===== src/rtl/svo_fb_bank_arbiter_pkg.sv =====
// ---------------------------------------------------------------------------
// svo_fb_bank_arbiter_pkg
// Shared definitions for the SVO frame-buffer bank arbiter:
//   - default frame geometry, pixel width and per-bank address width
//   - write-side FSM state encoding (WR_ACTIVE / WR_HOLD / WR_SKIP)
// ---------------------------------------------------------------------------
package svo_fb_bank_arbiter_pkg;

  localparam int FB_WIDTH_DEF  = 320;
  localparam int FB_HEIGHT_DEF = 240;
  localparam int PIX_W_DEF     = 12;
  localparam int ADDR_W_DEF    = 17;

  typedef enum logic [1:0] {
    WR_ACTIVE = 2'd0,
    WR_HOLD   = 2'd1,
    WR_SKIP   = 2'd2
  } wr_state_t;

endpackage


===== src/rtl/svo_fb_bank_arbiter_addr_gen.sv =====
// ---------------------------------------------------------------------------
// svo_fb_bank_arbiter_addr_gen
// Purely combinational (x,y) -> linear pixel address converter.
// Ports:
//   i_x        [9:0]        pixel column
//   i_y        [8:0]        pixel line
//   o_lin      [ADDR_W-1:0] y*FB_WIDTH + x
//   o_in_range              1 when x < FB_WIDTH and y < FB_HEIGHT
// ---------------------------------------------------------------------------
module svo_fb_bank_arbiter_addr_gen
  import svo_fb_bank_arbiter_pkg::*;
#(
  parameter int FB_WIDTH  = FB_WIDTH_DEF,
  parameter int FB_HEIGHT = FB_HEIGHT_DEF,
  parameter int ADDR_W    = ADDR_W_DEF
) (
  input  logic [9:0]        i_x,
  input  logic [8:0]        i_y,
  output logic [ADDR_W-1:0] o_lin,
  output logic              o_in_range
);

  localparam logic [ADDR_W-1:0] LP_WIDTH  = ADDR_W'(FB_WIDTH);
  localparam logic [31:0]       LP_X_LIM  = 32'(FB_WIDTH);
  localparam logic [31:0]       LP_Y_LIM  = 32'(FB_HEIGHT);

  // Range test done at 32 bits so geometries that fill the coordinate
  // width (e.g. 1024 columns) still compare correctly.
  logic [31:0] w_x32;
  logic [31:0] w_y32;

  assign w_x32      = {22'd0, i_x};
  assign w_y32      = {23'd0, i_y};
  assign o_in_range = (w_x32 < LP_X_LIM) && (w_y32 < LP_Y_LIM);

  // Out-of-range coordinates may wrap here; callers gate on o_in_range.
  assign o_lin = ADDR_W'(i_y) * LP_WIDTH + ADDR_W'(i_x);

endmodule


===== src/rtl/svo_fb_bank_arbiter.sv =====
// ---------------------------------------------------------------------------
// svo_fb_bank_arbiter
// Double-buffered RGB444 frame buffer front end. Owns one single-port RAM
// split into two banks: the camera writer fills wr_bank while the VDMA
// reader scans rd_bank. Reader always wins the RAM; the writer stalls.
// Banks swap only at frame boundaries and only once the reader has
// finished a complete frame, so the reader never sees a torn image.
// Ports:
//   i_clk, i_reset            clock, async active-high reset
//   i_wr_req/x/y/data         camera pixel write (held until o_wr_ack)
//   i_wr_frame_end            pulse after the last pixel of a camera frame
//   o_wr_ack                  write accepted or discarded this cycle
//   i_fb_read_req/x/y         VDMA read strobe and coordinate
//   o_fb_read_data            read pixel, one cycle after the strobe
//   o_fb_frame_ready          pulse: new complete frame in read bank
//   o_ram_en/we/addr/wdata    RAM strobes, {bank, linear} address, data
//   i_ram_rdata               RAM registered read data
//   o_frame_count             completed swaps (wraps)
//   o_drop_count              camera frames discarded (wraps)
// ---------------------------------------------------------------------------
module svo_fb_bank_arbiter
  import svo_fb_bank_arbiter_pkg::*;
#(
  parameter int FB_WIDTH  = FB_WIDTH_DEF,
  parameter int FB_HEIGHT = FB_HEIGHT_DEF,
  parameter int PIX_W     = PIX_W_DEF,
  parameter int ADDR_W    = ADDR_W_DEF
) (
  input  logic              i_clk,
  input  logic              i_reset,
  input  logic              i_wr_req,
  input  logic [9:0]        i_wr_x,
  input  logic [8:0]        i_wr_y,
  input  logic [PIX_W-1:0]  i_wr_data,
  input  logic              i_wr_frame_end,
  output logic              o_wr_ack,
  input  logic              i_fb_read_req,
  input  logic [9:0]        i_fb_read_x,
  input  logic [8:0]        i_fb_read_y,
  output logic [PIX_W-1:0]  o_fb_read_data,
  output logic              o_fb_frame_ready,
  output logic              o_ram_en,
  output logic              o_ram_we,
  output logic [ADDR_W:0]   o_ram_addr,
  output logic [PIX_W-1:0]  o_ram_wdata,
  input  logic [PIX_W-1:0]  i_ram_rdata,
  output logic [15:0]       o_frame_count,
  output logic [15:0]       o_drop_count
);

  localparam logic [ADDR_W-1:0] LP_LAST_RD = ADDR_W'(FB_WIDTH * FB_HEIGHT - 1);

  wr_state_t         r_state;
  wr_state_t         w_state_next;
  logic              r_wr_bank;
  logic              r_rd_bank;
  logic              r_rd_busy;
  logic [ADDR_W-1:0] r_rd_cnt;
  logic              r_rd_ok;
  logic              r_frame_ready;
  logic [15:0]       r_frame_count;
  logic [15:0]       r_drop_count;

  logic [ADDR_W-1:0] w_rd_lin;
  logic              w_rd_in_range;
  logic [ADDR_W-1:0] w_wr_lin;
  logic              w_wr_in_range;
  logic              w_rd_sel;
  logic              w_wr_sel;
  logic              w_wr_commit;
  logic              w_last_read;
  logic              w_busy_eff;
  logic              w_swap;
  logic              w_drop;

  svo_fb_bank_arbiter_addr_gen #(
    .FB_WIDTH (FB_WIDTH),
    .FB_HEIGHT(FB_HEIGHT),
    .ADDR_W   (ADDR_W)
  ) u_rd_addr (
    .i_x       (i_fb_read_x),
    .i_y       (i_fb_read_y),
    .o_lin     (w_rd_lin),
    .o_in_range(w_rd_in_range)
  );

  svo_fb_bank_arbiter_addr_gen #(
    .FB_WIDTH (FB_WIDTH),
    .FB_HEIGHT(FB_HEIGHT),
    .ADDR_W   (ADDR_W)
  ) u_wr_addr (
    .i_x       (i_wr_x),
    .i_y       (i_wr_y),
    .o_lin     (w_wr_lin),
    .o_in_range(w_wr_in_range)
  );

  // Strobes are gated by reset so every output reads zero while reset is high.
  assign w_rd_sel    = ~i_reset & i_fb_read_req;
  assign w_wr_sel    = ~i_reset & ~i_fb_read_req & i_wr_req;
  assign w_wr_commit = w_wr_sel & (r_state == WR_ACTIVE) & w_wr_in_range;

  // Treating the final read of a frame as "not busy" lets a coincident
  // frame end swap immediately instead of detouring through WR_HOLD.
  assign w_last_read = r_rd_busy & i_fb_read_req & (r_rd_cnt == LP_LAST_RD);
  assign w_busy_eff  = r_rd_busy & ~w_last_read;

  assign o_wr_ack         = w_wr_sel;
  assign o_ram_en         = w_rd_sel | w_wr_commit;
  assign o_ram_we         = w_wr_commit;
  assign o_fb_read_data   = r_rd_ok ? i_ram_rdata : '0;
  assign o_fb_frame_ready = r_frame_ready;
  assign o_frame_count    = r_frame_count;
  assign o_drop_count     = r_drop_count;

  always_comb begin
    o_ram_addr  = '0;
    o_ram_wdata = '0;
    if (w_rd_sel) begin
      o_ram_addr = {r_rd_bank, w_rd_lin};
    end else if (w_wr_commit) begin
      o_ram_addr  = {r_wr_bank, w_wr_lin};
      o_ram_wdata = i_wr_data;
    end
  end

  always_ff @(posedge i_clk or posedge i_reset) begin
    if (i_reset) r_state <= WR_ACTIVE;
    else         r_state <= w_state_next;
  end

  // A frame ending in HOLD on the same cycle the reader frees up is still
  // dropped; the writer then resumes on the next frame without skipping.
  always_comb begin
    w_state_next = r_state;
    w_swap       = 1'b0;
    w_drop       = 1'b0;
    case (r_state)
      WR_ACTIVE: begin
        if (i_wr_frame_end) begin
          if (w_busy_eff) w_state_next = WR_HOLD;
          else            w_swap       = 1'b1;
        end
      end
      WR_HOLD: begin
        if (!w_busy_eff) begin
          w_swap = 1'b1;
          if (i_wr_frame_end) begin
            w_drop       = 1'b1;
            w_state_next = WR_ACTIVE;
          end else begin
            w_state_next = WR_SKIP;
          end
        end else if (i_wr_frame_end) begin
          w_drop = 1'b1;
        end
      end
      WR_SKIP: begin
        if (i_wr_frame_end) w_state_next = WR_ACTIVE;
      end
      default: w_state_next = WR_ACTIVE;
    endcase
  end

  always_ff @(posedge i_clk or posedge i_reset) begin
    if (i_reset) begin
      r_wr_bank     <= 1'b0;
      r_rd_bank     <= 1'b1;
      r_rd_busy     <= 1'b0;
      r_rd_cnt      <= '0;
      r_rd_ok       <= 1'b0;
      r_frame_ready <= 1'b0;
      r_frame_count <= 16'd0;
      r_drop_count  <= 16'd0;
    end else begin
      r_rd_ok       <= w_rd_sel & w_rd_in_range;
      r_frame_ready <= w_swap;
      if (w_drop) r_drop_count <= r_drop_count + 16'd1;
      if (w_swap) begin
        r_rd_bank     <= r_wr_bank;
        r_wr_bank     <= ~r_wr_bank;
        r_rd_busy     <= 1'b1;
        r_rd_cnt      <= '0;
        r_frame_count <= r_frame_count + 16'd1;
      end else if (w_last_read) begin
        r_rd_busy <= 1'b0;
        r_rd_cnt  <= '0;
      end else if (r_rd_busy && i_fb_read_req) begin
        r_rd_cnt <= r_rd_cnt + 1'b1;
      end
    end
  end

endmodule

===== config.mk =====
export PLATFORM = sky130hd
export DESIGN_NAME = svo_fb_bank_arbiter
export DESIGN_NICKNAME = d
export VERILOG_FILES = /design/src/rtl/svo_fb_bank_arbiter_pkg.sv /design/src/rtl/svo_fb_bank_arbiter_addr_gen.sv /design/src/rtl/svo_fb_bank_arbiter.sv
export SDC_FILE = /design/constraint.sdc
export NUM_CORES = 1
export LEC_CHECK = 0
export BUFFER_PORTS_ARGS = -buffer_cell sky130_fd_sc_hd__buf_2
export CAP_MARGIN = 20
export CORE_MARGIN = 2
export CORE_UTILIZATION = 50
export DETAILED_ROUTE_END_ITERATION = 8
export PLACE_DENSITY = 0.79
export SLEW_MARGIN = 10
export SYNTH_ARGS = -nofsm -noshare
export SYNTH_HDL_FRONTEND = slang
export SYNTH_SLANG_ARGS = --single-unit

===== constraint.sdc =====
create_clock -name i_clk -period 3.3 [get_ports i_clk]
set_clock_uncertainty 0.2 [all_clocks]
set_input_delay 0.33 -clock i_clk [delete_from_list [all_inputs] [get_ports i_clk]]
set_output_delay 0.33 -clock i_clk [all_outputs]
set_load 0.02 [all_outputs]

* After elaboration in Yosys (flattened, before gate mapping)
Cells that the tools add are included.
Word-level totals: logic and storage cells 69, bits of input ports 67, output and inout bits 78, register bits after elaboration 56
Operators by class: multipliers 2, equality and inequality tests 7, bitwise logic cells 14, reduce and logical (&&, ||, !) cells 7, $add $sub $neg 5, muxes and demuxes 21, magnitude comparators 4
Operators with widths (count):
- 2-to-1 mux 17 bit | 3
- 2-to-1 mux 12 bit | 3
- 2-to-1 mux 18 bit | 2
- adder 17 x 10 -> 17 bit | 2
- adder 16 x 1 -> 16 bit (second input constant) | 2
- multiplier 9 x 3 -> 11 bit (second input constant) | 2
- less-than comparator 10 x 9 -> 1 bit (second input constant) | 2
- less-than comparator 9 x 8 -> 1 bit (second input constant) | 2
- adder 17 x 1 -> 17 bit (second input constant) | 1
- == test 17 bit (second input constant) | 1
- 2-to-1 mux 2 bit | 5
- AND 1 bit | 9
- inequality test 2 bit (second input constant) | 4
- 2-to-1 mux 1 bit | 6
- one-hot mux 2 bit (3 select lines) | 1
- inverter 1 bit | 4
- AND reduction 4 bit | 1
- logical AND 1 bit | 3
- nonzero test 3 bit | 1
- == test 2 x 1 -> 1 bit (second input constant) | 1
- == test 2 bit (second input constant) | 1
- logical NOT 2 bit | 1
- one-hot mux 1 bit (2 select lines) | 1
- nonzero test 2 bit | 1
- OR 1 bit | 1

* Depth between registers and ports, before layout
depth in word-level cells 8, mapped depth 9, depth with buffers taken out 9

* By module
Synthesis repeated with hierarchy kept, for this count alone.
Second synthesis, totals: cells, all modules 456, area, all modules 4305.4 um2
Modules (own cells, without submodules):
- svo_fb_bank_arbiter | cells an instance 286, times used 1, seq. area each 1402.6 um2, area an instance 2931.6 um2
- svo_fb_bank_arbiter_addr_gen | cells an instance 85, times used 2, seq. area each 0.0 um2, area an instance 686.9 um2

* Least setup slack after synthesis
No wires, ideal clock.
kind in2out, from input i_wr_y[1], to output o_ram_addr[16], buffers on the path 0, required time 2.770 ns, arrival 2.880 ns, stages on the path 9, slack -0.110 ns, path through ha_1 -> ha_1 -> fa_1 -> or3_1 -> or4b_1 -> nor3b_2 -> o311ai_1 -> xor2_1 -> o22ai_1
Between the ends: word-level cells in the longest chain between the ends 5, elaborated cells on any way between the ends 7, classes of those cells add/sub: 1; mul: 1; order compare: 1; mux: 2; bitwise: 1; reduce/logical: 1
RTL lines:
- start: declaration | RTL line svo_fb_bank_arbiter.sv:33 | input logic [8:0] i_wr_y,
- parallel branches: the longest is 3 deep, another holds adder 17 x 10 -> 17 bit
- 2-to-1 mux 18 bit * | RTL line svo_fb_bank_arbiter.sv:121 | end else if (w_wr_commit) begin
- 2-to-1 mux 18 bit * | RTL line svo_fb_bank_arbiter.sv:119 | if (w_rd_sel) begin
- end: declaration | RTL line svo_fb_bank_arbiter.sv:44 | output logic [ADDR_W:0] o_ram_addr,
Every way passes the cells marked *.

* Final worst setup path
Same ends and word-level chain as after synthesis.

==> results.env <==
OUTCOME='finished with violations'
VIOLATED_CHECKS='negative setup slack'
YS_DOMINANT_REG_CELL='dfrtp_1'
REG2REG_FROM='r_rd_cnt[3]'
NETLIST_AREA_BEFORE_PLACEMENT_MM2=0.00428
CTSLONGESTPATHBUFFERS=2
DETAIL_ROUTE.FIRST_PASS.ITERATIONS=4
SYNTH_EDF_COUNT=0
CP_SLOWEST_CELL='or4b_4'
PIN_COUNT=145
CTS-BUFFERS-INSERTED=5
SYNTHTOLAYOUTAREAGROWTH_PCT=31.0
REGISTER_AREA_MM2=0.00140
FINALCRITICALPERIOD_PS=3450
YOSYS_REGISTER_BITS=56
CRIT_PATH_START_KIND='primary input'
HOLDCRITPATHCLASS='in -> async'
GRT_MAX_DEGREE=57
DRIVE_ABOVE_1_SHARE=0.353
POST_DRT_WL_PER_CELL_UM=15.7
AREA_TAKEN_BY_MULTI_INPUT_LOGIC_GATES_MM2=0.00293
YS_TYPES=54
LAYOUT_COMMON_CELLS='140 x buf_2, 55 x dfrtp_1, 48 x nor2_1, 40 x nand2_1, 35 x ha_1'
TIMING.CRITICAL_PATH.FROM='i_wr_y[1]'
MOSTFREQUENTLAYOUTCELL='buf_2'
DRTITER0DRC=186
ROWS=33
CTS_NUM_SINKS=56
WORSTMARGINPINSLEW_PS=706
CP.ARRIVAL_PS=2920
GLOBAL_ROUTE_TOTAL_OVERFLOW=0
NUMBER_OF_BUFFERS_INSERTED_BY_PORT_BUFFERING=144
MAX_SLEW_VIOLATION_COUNT=0
YOSYSSEQAREASHARE=0.327
POWER.TOTAL_mW=2.13
GLOBALROUTETOTALUTIL=0.239
DIODES=0
NET_COUNT_REPORTED_AT_FINISH=747
FINAL_CORE_UTIL=0.679
UNREPAIRED_SETUP_ENDPOINTS_AFTER_GLOBAL_ROUTING='true'
WORST_REG_TO_REG_PATH_CELL_COUNT=6
CTSROOTBUFFERMASTER='clkbuf_8'
CRITPATHKIND='in -> out'
ANT_NETS=0
PERIOD_SHARE=1.04
YS.WARNINGS.COUNT=0
CRITPATHMAXFANOUT=2
SETUP_VIOL=2
POSTLAYOUTSETUPSLACKWORST_PS=-146
SYNTHESIS.NETS=573
CP_ENDPOINT_KIND='primary output'
ASYNC_RESET_FF_FRAC=1.00
SYN_INST=463
AVG_SYNTHESIZED_CELL_AREA_UM2=9.25
CRITICAL_PATH_REQUIRED_PS=2770
FP.DIEW_UM=96.6
WORST_PATH_MOST_REPEATED_CELL='ha_4'
START_UTIL=0.519
WIRE_LENGTH_OF_THE_FIRST_GLOBAL_ROUTING_PASS_UM=17700
PATH_CELLS='buf_8, ha_4, ha_4, fa_2, or3_4, or4b_4, nor3b_4, o311ai_2, xor2_1, o22ai_2, buf_6'
WORST_PATH_LARGEST_CELL_DELAY_PS=500
DETAILROUTE.VIA_COUNT=4069
POWER_DENSITY_mW_PER_MM2=380
CORE_REGION_AREA_MM2=0.00826
DRT-TOTAL-WL_UM=11700
NFILLCELLS=653
PLACE.DETAILED.HPWL_UM=8710
GP_CONGESTION=0.882
TOTAL_OF_MAX_CAP_VIOLATIONS=0
HTREE_NUM_LEVELS=2
WORST_SLEW_MARGIN_REL=0.528
DIE-AREA_MM2=0.00932
MAX_FREQ_MHz=290
TRITONCTS='built'
STATIC-LEAKAGE-POWER_nW=2.86
CLOCK_LATENCY_PS=310
FINALHOLDVIOLCOUNT=0
DRC=0
FIRST_GLOBAL_VIAS=3913
CLKSLEWWORSTSETUPHOLDPATHS_PS=100
GRT_ANTENNA_BEFORE_REPAIR=0
VDD_DROP_MAX_uV=503
VIAS_PER_CELL=5.48
DIE_H_UM=96.6
## layer usage
| metal | vias up | global-route usage | share of wire | wire [um] |
|---|---|---|---|---|
| met3 | 18 | 0.0334 | 0.056 | 652 |
| met4 | 0 | 0.0552 | 0.023 | 265 |
| li1 | 1981 | - | - | - |
| met5 | - | 0 | 0 | 0 |
| met1 | 1933 | 0.298 | 0.42 | 4890 |
| met2 | 137 | 0.438 | 0.50 | 5900 |
## Yosys cell counts, types with 7 or more instances
library cell,count,area (um2)
xor2_1,36,315
xnor2_1,34,298
a21oi_1,10,50.1
a21o_1,7,52.6
o21ai_0,9,45.0
nand3_1,19,95.1
o22ai_1,8,50.1
inv_1,13,48.8
a22o_1,8,70.1
ha_1,39,488
nand2_1,40,150
nand4_1,16,100
dfrtp_1,55,1380
nor2_1,48,180
and2_1,26,163
clkbuf_1,9,33.8
## report_power, final
group / switching (mW) / leakage [nW] / internal [mW]
clock: 0.235 / 0.0463 / 0.156
sequential: 0.0936 / 0.724 / 0.776
combinational: 0.475 / 2.09 / 0.395
total: 0.804 / 2.86 / 1.33
## path summary, 6_finish.rpt
path,end,slack (ps)
max in group asynchronous,r_rd_cnt[12],2390
min in group i_clk,r_rd_ok,90
min,r_rd_ok,50
max,o_ram_addr[16],-150
min reg2reg,r_rd_bank,280
max reg2reg,r_rd_cnt[12],790
## logic make-up (layout without fill, tap and decap cells)
logic type | after synthesis | count (layout) | synth area share
flops | 56 | 56 | 0.327
compound gates | 67 | 67 | 0.112
mux | 2 | 2 | 0.00526
fa+ha+maj | 43 | 43 | 0.133
xor+xnor | 70 | 70 | 0.143
simple gates | 201 | 201 | 0.255
buf+inv | 24 | 199 | 0.0245
## cell type report
class | instances | area share
Multi-Input combinational cell | 383 | 0.522
Sequential cell | 56 | 0.250
Timing Repair Buffer | 178 | 0.179
Tap cell | 105 | 0.0234
Clock buffer | 5 | 0.0123
Inverter | 13 | 0.00870
Clock inverter | 3 | 0.00491
## stage by stage
stage               worst slack, ps  area, um2  hold slack (ps)  TNS, ps  std cells
global route                   -198       5610             90.2     -376        743
global placement               -207       5290              245     -261        728
CTS                            -146       5510             75.9     -227        740
finish                         -146       5610             46.9     -209        743
detailed placement             -269       5290              264     -426        728
floorplan                      24.0       4290              196        0        463
## critical path, delay by kind of cell
| family | cells | cell delay [ps] |
|---|---|---|
| simple gates | 3 | 1090 |
| fa+ha+maj | 3 | 740 |
| compound gates | 2 | 330 |
| buf+inv | 2 | 240 |
| xor+xnor | 1 | 180 |
## state kept, by name, indices dropped and copies added (netlist names)
name	count
r_rd_ok	1
r_rd_bank	1
o_drop_count	16
r_wr_bank	1
o_frame_count	16
r_rd_cnt	17
o_fb_frame_ready	1
r_state	2
r_rd_busy	1
## repair_timing
item                                    4_1_cts  5_1_grt
endpoints found under the hold margin         1        0
hold buffers                                  1        0
buffers inserted                              3        3
endpoints found under the setup margin        3        4
pin swaps                                    10       10
resized for setup                            17       15
Note: power is estimated with default switching activity, not from simulation.
